==> src/rtl/sum_div_if.sv <==
// Handshake bundle between the 3-input adder stage and the sum divider.
// Valid/ready on both sides: a transfer happens on a rising clock edge where
// valid and ready are both high; a source holds valid (and its data) until that
// edge, and a sink may raise or drop ready at any time without waiting for valid.
`timescale 1ns/1ps
interface sum_div_if #(
  parameter int WIDTH   = 10,
  parameter int DIVISOR = 3
);
  localparam int RWIDTH = $clog2(DIVISOR);

  logic              in_valid;
  logic              in_ready;
  logic [WIDTH-1:0]  sum;
  logic              out_valid;
  logic              out_ready;
  logic [WIDTH-1:0]  quotient;
  logic [RWIDTH-1:0] remainder;
  logic              busy;

  // Producer of sums / consumer of results (upstream adder, downstream user)
  modport master (
    output in_valid,
    output sum,
    output out_ready,
    input  in_ready,
    input  out_valid,
    input  quotient,
    input  remainder,
    input  busy
  );

  // The divider itself
  modport slave (
    input  in_valid,
    input  sum,
    input  out_ready,
    output in_ready,
    output out_valid,
    output quotient,
    output remainder,
    output busy
  );
endinterface

==> src/rtl/sum_div_seq.sv <==
// Sequential restoring divider: divides a WIDTH-bit sum by the constant DIVISOR,
// producing one quotient bit per clock, MSB first. With the defaults it turns
// the 10-bit sum of three 8-bit operands into their average and remainder.
// in_ready/out_valid/busy are decoded from the registered state only, so there
// is no combinational path from any input to any output.
`timescale 1ns/1ps
module sum_div_seq #(
  parameter int WIDTH   = 10,
  parameter int DIVISOR = 3
) (
  input  logic       clk,
  input  logic       rst_n,
  sum_div_if.slave   bus,
  output logic [1:0] dbg_state
);

  localparam int RWIDTH = $clog2(DIVISOR);
  localparam int CWIDTH = $clog2(WIDTH);

  // Divisor at partial-remainder width; the shifted remainder is at most
  // 2*(DIVISOR-1)+1, which always fits in RWIDTH+1 bits.
  localparam logic [RWIDTH:0]   DIV_R    = (RWIDTH+1)'(DIVISOR);
  localparam logic [CWIDTH-1:0] CNT_LAST = CWIDTH'(WIDTH - 1);

  // Parameter sanity, caught at elaboration.
  if (WIDTH < 2 || WIDTH > 30) begin : g_bad_width
    $error("sum_div_seq: WIDTH must be in 2..30");
  end
  if (DIVISOR < 2 || DIVISOR >= (1 << WIDTH)) begin : g_bad_divisor
    $error("sum_div_seq: DIVISOR must satisfy 2 <= DIVISOR < 2**WIDTH");
  end

  typedef enum logic [1:0] {
    IDLE = 2'd0,
    BUSY = 2'd1,
    DONE = 2'd2
  } state_t;

  state_t state_q, state_d;

  // Dividend bits shift out at the top while quotient bits shift in at the
  // bottom, so after WIDTH iterations this register holds the quotient.
  logic [WIDTH-1:0]  shift_q;
  logic [RWIDTH:0]   rem_part_q;
  logic [CWIDTH-1:0] cnt_q;

  // Result registers: loaded on the last iteration, then held through DONE
  // and IDLE until the next result overwrites them.
  logic [WIDTH-1:0]  quot_q;
  logic [RWIDTH-1:0] rem_q;

  logic              accept;
  logic              out_fire;
  logic              last_iter;

  logic [RWIDTH:0]   r_shift;
  logic              q_bit;
  logic [RWIDTH:0]   rem_next;
  logic [WIDTH-1:0]  shift_next;

  // One restoring step: bring in the next dividend bit, subtract if it fits.
  always_comb begin
    r_shift    = (rem_part_q << 1) | {{RWIDTH{1'b0}}, shift_q[WIDTH-1]};
    q_bit      = (r_shift >= DIV_R);
    rem_next   = q_bit ? (r_shift - DIV_R) : r_shift;
    shift_next = {shift_q[WIDTH-2:0], q_bit};
  end

  // Handshake qualifiers, built only from registered state plus the
  // partner's valid/ready, and used only to update registers.
  always_comb begin
    accept    = (state_q == IDLE) && bus.in_valid;
    out_fire  = (state_q == DONE) && bus.out_ready;
    last_iter = (state_q == BUSY) && (cnt_q == '0);
  end

  // State register.
  always_ff @(posedge clk or negedge rst_n) begin
    if (!rst_n) begin
      state_q <= IDLE;
    end else begin
      state_q <= state_d;
    end
  end

  // Next-state logic and the state-decoded handshake outputs.
  always_comb begin
    state_d       = state_q;
    bus.in_ready  = 1'b0;
    bus.out_valid = 1'b0;
    bus.busy      = 1'b0;
    unique case (state_q)
      IDLE: begin
        bus.in_ready = 1'b1;
        if (accept) begin
          state_d = BUSY;
        end
      end
      BUSY: begin
        bus.busy = 1'b1;
        if (last_iter) begin
          state_d = DONE;
        end
      end
      DONE: begin
        bus.out_valid = 1'b1;
        if (out_fire) begin
          state_d = IDLE;
        end
      end
      default: begin
        state_d = IDLE;
      end
    endcase
  end

  // Iteration datapath: load on accept, one quotient bit per BUSY cycle.
  always_ff @(posedge clk or negedge rst_n) begin
    if (!rst_n) begin
      shift_q    <= '0;
      rem_part_q <= '0;
      cnt_q      <= '0;
    end else if (accept) begin
      shift_q    <= bus.sum;
      rem_part_q <= '0;
      cnt_q      <= CNT_LAST;
    end else if (state_q == BUSY) begin
      shift_q    <= shift_next;
      rem_part_q <= rem_next;
      cnt_q      <= cnt_q - CWIDTH'(1);
    end
  end

  // Result capture on the final iteration; untouched otherwise.
  always_ff @(posedge clk or negedge rst_n) begin
    if (!rst_n) begin
      quot_q <= '0;
      rem_q  <= '0;
    end else if (last_iter) begin
      quot_q <= shift_next;
      rem_q  <= rem_next[RWIDTH-1:0];
    end
  end

  assign bus.quotient  = quot_q;
  assign bus.remainder = rem_q;
  assign dbg_state     = state_q;

  // Embedded properties for checkers bound against this block.
  a_state_legal: assert property (@(posedge clk) disable iff (!rst_n)
    state_q inside {IDLE, BUSY, DONE});

  a_ready_busy_excl: assert property (@(posedge clk) disable iff (!rst_n)
    !(bus.in_ready && (bus.busy || bus.out_valid)));

  a_rem_bound: assert property (@(posedge clk) disable iff (!rst_n)
    rem_part_q < DIV_R);

  a_out_hold: assert property (@(posedge clk) disable iff (!rst_n)
    (bus.out_valid && !bus.out_ready) |=>
      (bus.out_valid && $stable(bus.quotient) && $stable(bus.remainder)));

  a_busy_len: assert property (@(posedge clk) disable iff (!rst_n)
    (state_q == IDLE && bus.in_valid) |=> bus.busy [*WIDTH] ##1 bus.out_valid);

endmodule

==> src/flat_wrapper.sv <==
// flat-port wrapper written by rule: the top's interface ports become plain ports
module sum_div_seq_flat 
#(
  parameter int WIDTH   = 10,
  parameter int DIVISOR = 3
)
  (clk, rst_n, dbg_state, bus_in_valid, bus_sum, bus_out_ready, bus_in_ready, bus_out_valid, bus_quotient, bus_remainder, bus_busy);
  sum_div_if #(.WIDTH(WIDTH), .DIVISOR(DIVISOR)) bus_i ();
  input  logic clk;
  input  logic rst_n;
  output logic [1:0] dbg_state;
  input wire logic [$bits(bus_i.in_valid)-1:0] bus_in_valid;
  input wire logic [$bits(bus_i.sum)-1:0] bus_sum;
  input wire logic [$bits(bus_i.out_ready)-1:0] bus_out_ready;
  output wire logic [$bits(bus_i.in_ready)-1:0] bus_in_ready;
  output wire logic [$bits(bus_i.out_valid)-1:0] bus_out_valid;
  output wire logic [$bits(bus_i.quotient)-1:0] bus_quotient;
  output wire logic [$bits(bus_i.remainder)-1:0] bus_remainder;
  output wire logic [$bits(bus_i.busy)-1:0] bus_busy;
  assign bus_i.in_valid = bus_in_valid;
  assign bus_i.sum = bus_sum;
  assign bus_i.out_ready = bus_out_ready;
  assign bus_in_ready = bus_i.in_ready;
  assign bus_out_valid = bus_i.out_valid;
  assign bus_quotient = bus_i.quotient;
  assign bus_remainder = bus_i.remainder;
  assign bus_busy = bus_i.busy;
  sum_div_seq #(.WIDTH(WIDTH), .DIVISOR(DIVISOR)) u_core (.clk(clk), .rst_n(rst_n), .bus(bus_i), .dbg_state(dbg_state));
endmodule
==> config.mk <==
export PLATFORM = sky130hd
export DESIGN_NAME = sum_div_seq_flat
export DESIGN_NICKNAME = d
export VERILOG_FILES = /design/src/rtl/sum_div_if.sv /design/src/rtl/sum_div_seq.sv /design/src/flat_wrapper.sv
export SDC_FILE = /design/constraint.sdc
export NUM_CORES = 1
export LEC_CHECK = 0
export ABC_AREA = 1
export ABC_CLOCK_PERIOD_IN_PS = 1500
export BUFFER_PORTS_ARGS = -buffer_cell sky130_fd_sc_hd__buf_2
export CORE_UTILIZATION = 55
export CTS_BUF_LIST = sky130_fd_sc_hd__clkbuf_4
export DETAILED_ROUTE_END_ITERATION = 10
export GPL_ROUTABILITY_DRIVEN = 0
export PLACE_DENSITY = 0.93
export SYNTH_ARGS = -nofsm -noshare
export SYNTH_HDL_FRONTEND = slang
export SYNTH_SLANG_ARGS = --single-unit
==> constraint.sdc <==
create_clock -name clk -period 1.5 [get_ports clk]
set_clock_uncertainty 0.15 [all_clocks]
set_input_delay 0.3 -clock clk [delete_from_list [all_inputs] [get_ports clk]]
set_output_delay 0.3 -clock clk [all_outputs]
set_load 0.03 [all_outputs]
==> qor.csv <==
metric,value,unit
outcome,"complete, but fails checks",
violations,negative setup slack,
grt_pass1_wl,5040,um
die_y,51.9,um
grt_setup_unrepaired,yes,
wl_per_cell,13.7,um
setup_violations,4,
path_common_cell,buf_6,
cp.arrival,1.10,ns
power_density,2340,nW/um2
finalMaxSlewViolations,0,
layout_setup_ws,-0.0513,ns
synthAdderAreaFrac,2.74,%
drtIter0Drc,45,
cap_violations,0,
die_area,2690,um2
drtAntennaViolNets,0,
hp-class,input port to flop,
layout_common_cells,"nand2_1 (84), dfrtp_1 (28), buf_2 (26)",
whs,0.0300,ns
fin_nets,222,
cp_cell_sequence,buf_6 -> nor2_4 -> buf_6,
clkSinkCount,30,
syn_inst,161,
numPortBuffers,30,
dr.pass1.iters,4,
max_freq,0.645,GHz
synth-seq-area-share,54.8,%
finalSetupTns,-0.141,ns
cts_htree_levels,2,
grt_pass1_vias,1140,
routed_wl,3200,um
synth_mux_area_share,0,%
std_cell_rows,17,
grt_max_degree,31,
ys_warn_count,0,
synth_cell_types,18,
maxSlewHeadroom,56.2,%
start_kind,flop,
crit_type,flop to primary output,
vias,1253,
peakVddDrop,0.00174,V
post-route-period-util,103,%
synthXorXnorAreaFrac,0.640,%
syn_nets,178,
synth_top_family_by_area,simple AND/OR/NAND/NOR gates,
clkLatencyLatePin,0.33,ns
dpl.hpwl,2080,um
crit_path_max_incr_delay,0.45,ns
clk_path_buf_depth,2,
antenna_found_initial,0,
synth_area_per_cell,8.50,um2
grt_overflow_total,0,
antennaDiodeCount,0,
critPathSlowestCell,dfrtp_2,
die_x,51.9,um
n_fill_cell,151,
endpoint_kind,primary output,
crit_fanout,4,
ios,31,
crit_family,flip-flops,
ys_seq_elements,30,
cts_root_buf,clkbuf_4,
hold_viol_final,0,
worstMarginPinSlew,0.656,ns
synthSimpleGateAreaFrac,34.4,%
grt_usage,27.1,%
clk_pin_slew,0.09,ns
final_common_cell,nand2_1,
cellLeakagePower,0.940,nW
final_layout_size_suffix_gt1_share,30.6,%
worst-path-buf-inv,2,
cts_buffers,5,
areaGrowthSynthToFinish,27.4,%
synth_compound_area_share,2.47,%
initial_core_util,60.1,%
drc,0,
vias_per_cell,5.35,
fin_crit,1.55,ns
cts_tree,built,
design.core.area,2280,um2
required,1.05,ns
syn_area,1370,um2
==> cells by family (layout without fill, tap and decap cells) <==
| family | Yosys count | after routing |
|---|---|---|
| and+or+nand+nor | 110 | 111 |
| DFF | 30 | 30 |
| buffers and inverters | 12 | 56 |
| adders and majority gates | 3 | 3 |
| xor gates and xnor gates | 1 | 1 |
| AOI/OAI and AO/OA | 5 | 5 |
==> cell type report <==
class / count / area [um2] / share of cell area (%)
Clock inverter: 2 / 8.76 / 0.502
Sequential cell: 30 / 753 / 43.2
Timing Repair Buffer: 40 / 259 / 14.8
Inverter: 8 / 32.5 / 1.87
Clock buffer: 6 / 45.0 / 2.58
Multi-Input combinational cell: 120 / 611 / 35.0
Tap cell: 28 / 35.0 / 2.01
==> worst paths after layout <==
kind                                                    start                                   to  slack, ns  cells past startpoint
max in group asynchronous                               rst_n      u_core.dbg_state[1]$_DFFE_PN0P_       0.36                      2
setup reg to reg              u_core.dbg_state[1]$_DFFE_PN0P_   u_core.bus.quotient[7]$_DFFE_PN0P_       0.04                      5
hold reg to reg            u_core.bus.quotient[1]$_DFFE_PN0P_   u_core.bus.quotient[1]$_DFFE_PN0P_       0.33                      2
setup / recovery              u_core.dbg_state[0]$_DFFE_PN0P_                        bus_out_valid      -0.05                      3
hold / removal                                     bus_sum[4]        u_core.shift_q[4]$_DFFE_PN0P_       0.03                      3
min in group asynchronous                               rst_n  u_core.bus.remainder[0]$_DFFE_PN0P_       0.37                      2
==> routing by layer <==
metal | GRT usage (%) | part of all wire [%]
met3 | 8.77 | 5.7
met5 | 0 | 0
met2 | 44.2 | 51
met4 | 16.2 | 2.8
met1 | 30.6 | 40
==> where the power goes <==
part | switching, mW | total, mW | internal [mW]
Combinational | 1.34 | 2.12 | 0.773
Sequential | 0.304 | 1.49 | 1.18
Clock | 0.279 | 0.473 | 0.194
Total | 1.93 | 4.07 | 2.15
==> worst reg2reg max path: cells and delay by family, from the launching register on <==
kind	cells	cell delay, ns
and+or+nand+nor	4	0.51
DFF	1	0.49
buffers and inverters	1	0.21
==> sequential cells by signal, summed over array words and instances, names as in the netlist <==
name                  flops
u_core.bus.remainder      2
u_core.bus.quotient      10
u_core.cnt_q              4
u_core.dbg_state          2
u_core.rem_part_q         2
u_core.shift_q           10
==> cells in the mapped netlist <==
| library cell | n | area [um2] |
|---|---|---|
| buf_4 | 2 | 15.0 |
| buf_6 | 2 | 22.5 |
| dfrtp_1 | 30 | 751 |
| ha_1 | 3 | 37.5 |
| inv_1 | 5 | 18.8 |
| inv_2 | 3 | 11.3 |
| nand2_1 | 85 | 319 |
| nand3_1 | 16 | 80.1 |
| nand3_4 | 1 | 17.5 |
| nand4_1 | 1 | 6.26 |
| nor2_1 | 4 | 15.0 |
| nor2_2 | 2 | 12.5 |
| nor2_8 | 1 | 20.0 |
| o21ai_0 | 2 | 10.0 |
| o21ai_2 | 1 | 8.76 |
| o21bai_1 | 1 | 7.51 |
| o31ai_1 | 1 | 7.51 |
| xnor2_1 | 1 | 8.76 |
==> repair_timing <==
item / in CTS / in global routing
resized for setup: 11 / 11
hold endpoints to repair: 31 / 0
pin swaps: 2 / 2
cloned: 0 / 1
setup endpoints to repair: 4 / 18
hold buffers: 2 / 0
buffers inserted: 4 / 0
==> through the flow <==
stage | instance area [um2] | std cells | total power, mW | setup slack [ns] | util, %
2_1_floorplan | 1380 | 161 | 2.79 | -0.0699 | -
3_3_place_gp | 1550 | 219 | 3.18 | 0.120 | 68.2
3_5_place_dp | 1550 | 219 | 3.30 | 0.0760 | 68.2
4_1_cts | 1700 | 233 | 3.95 | -0.0625 | 74.5
5_1_grt | 1740 | 234 | 4.36 | -0.104 | 76.6
6_report | 1740 | 234 | 4.07 | -0.0513 | 76.6
Power figures use the tool's default switching activity.
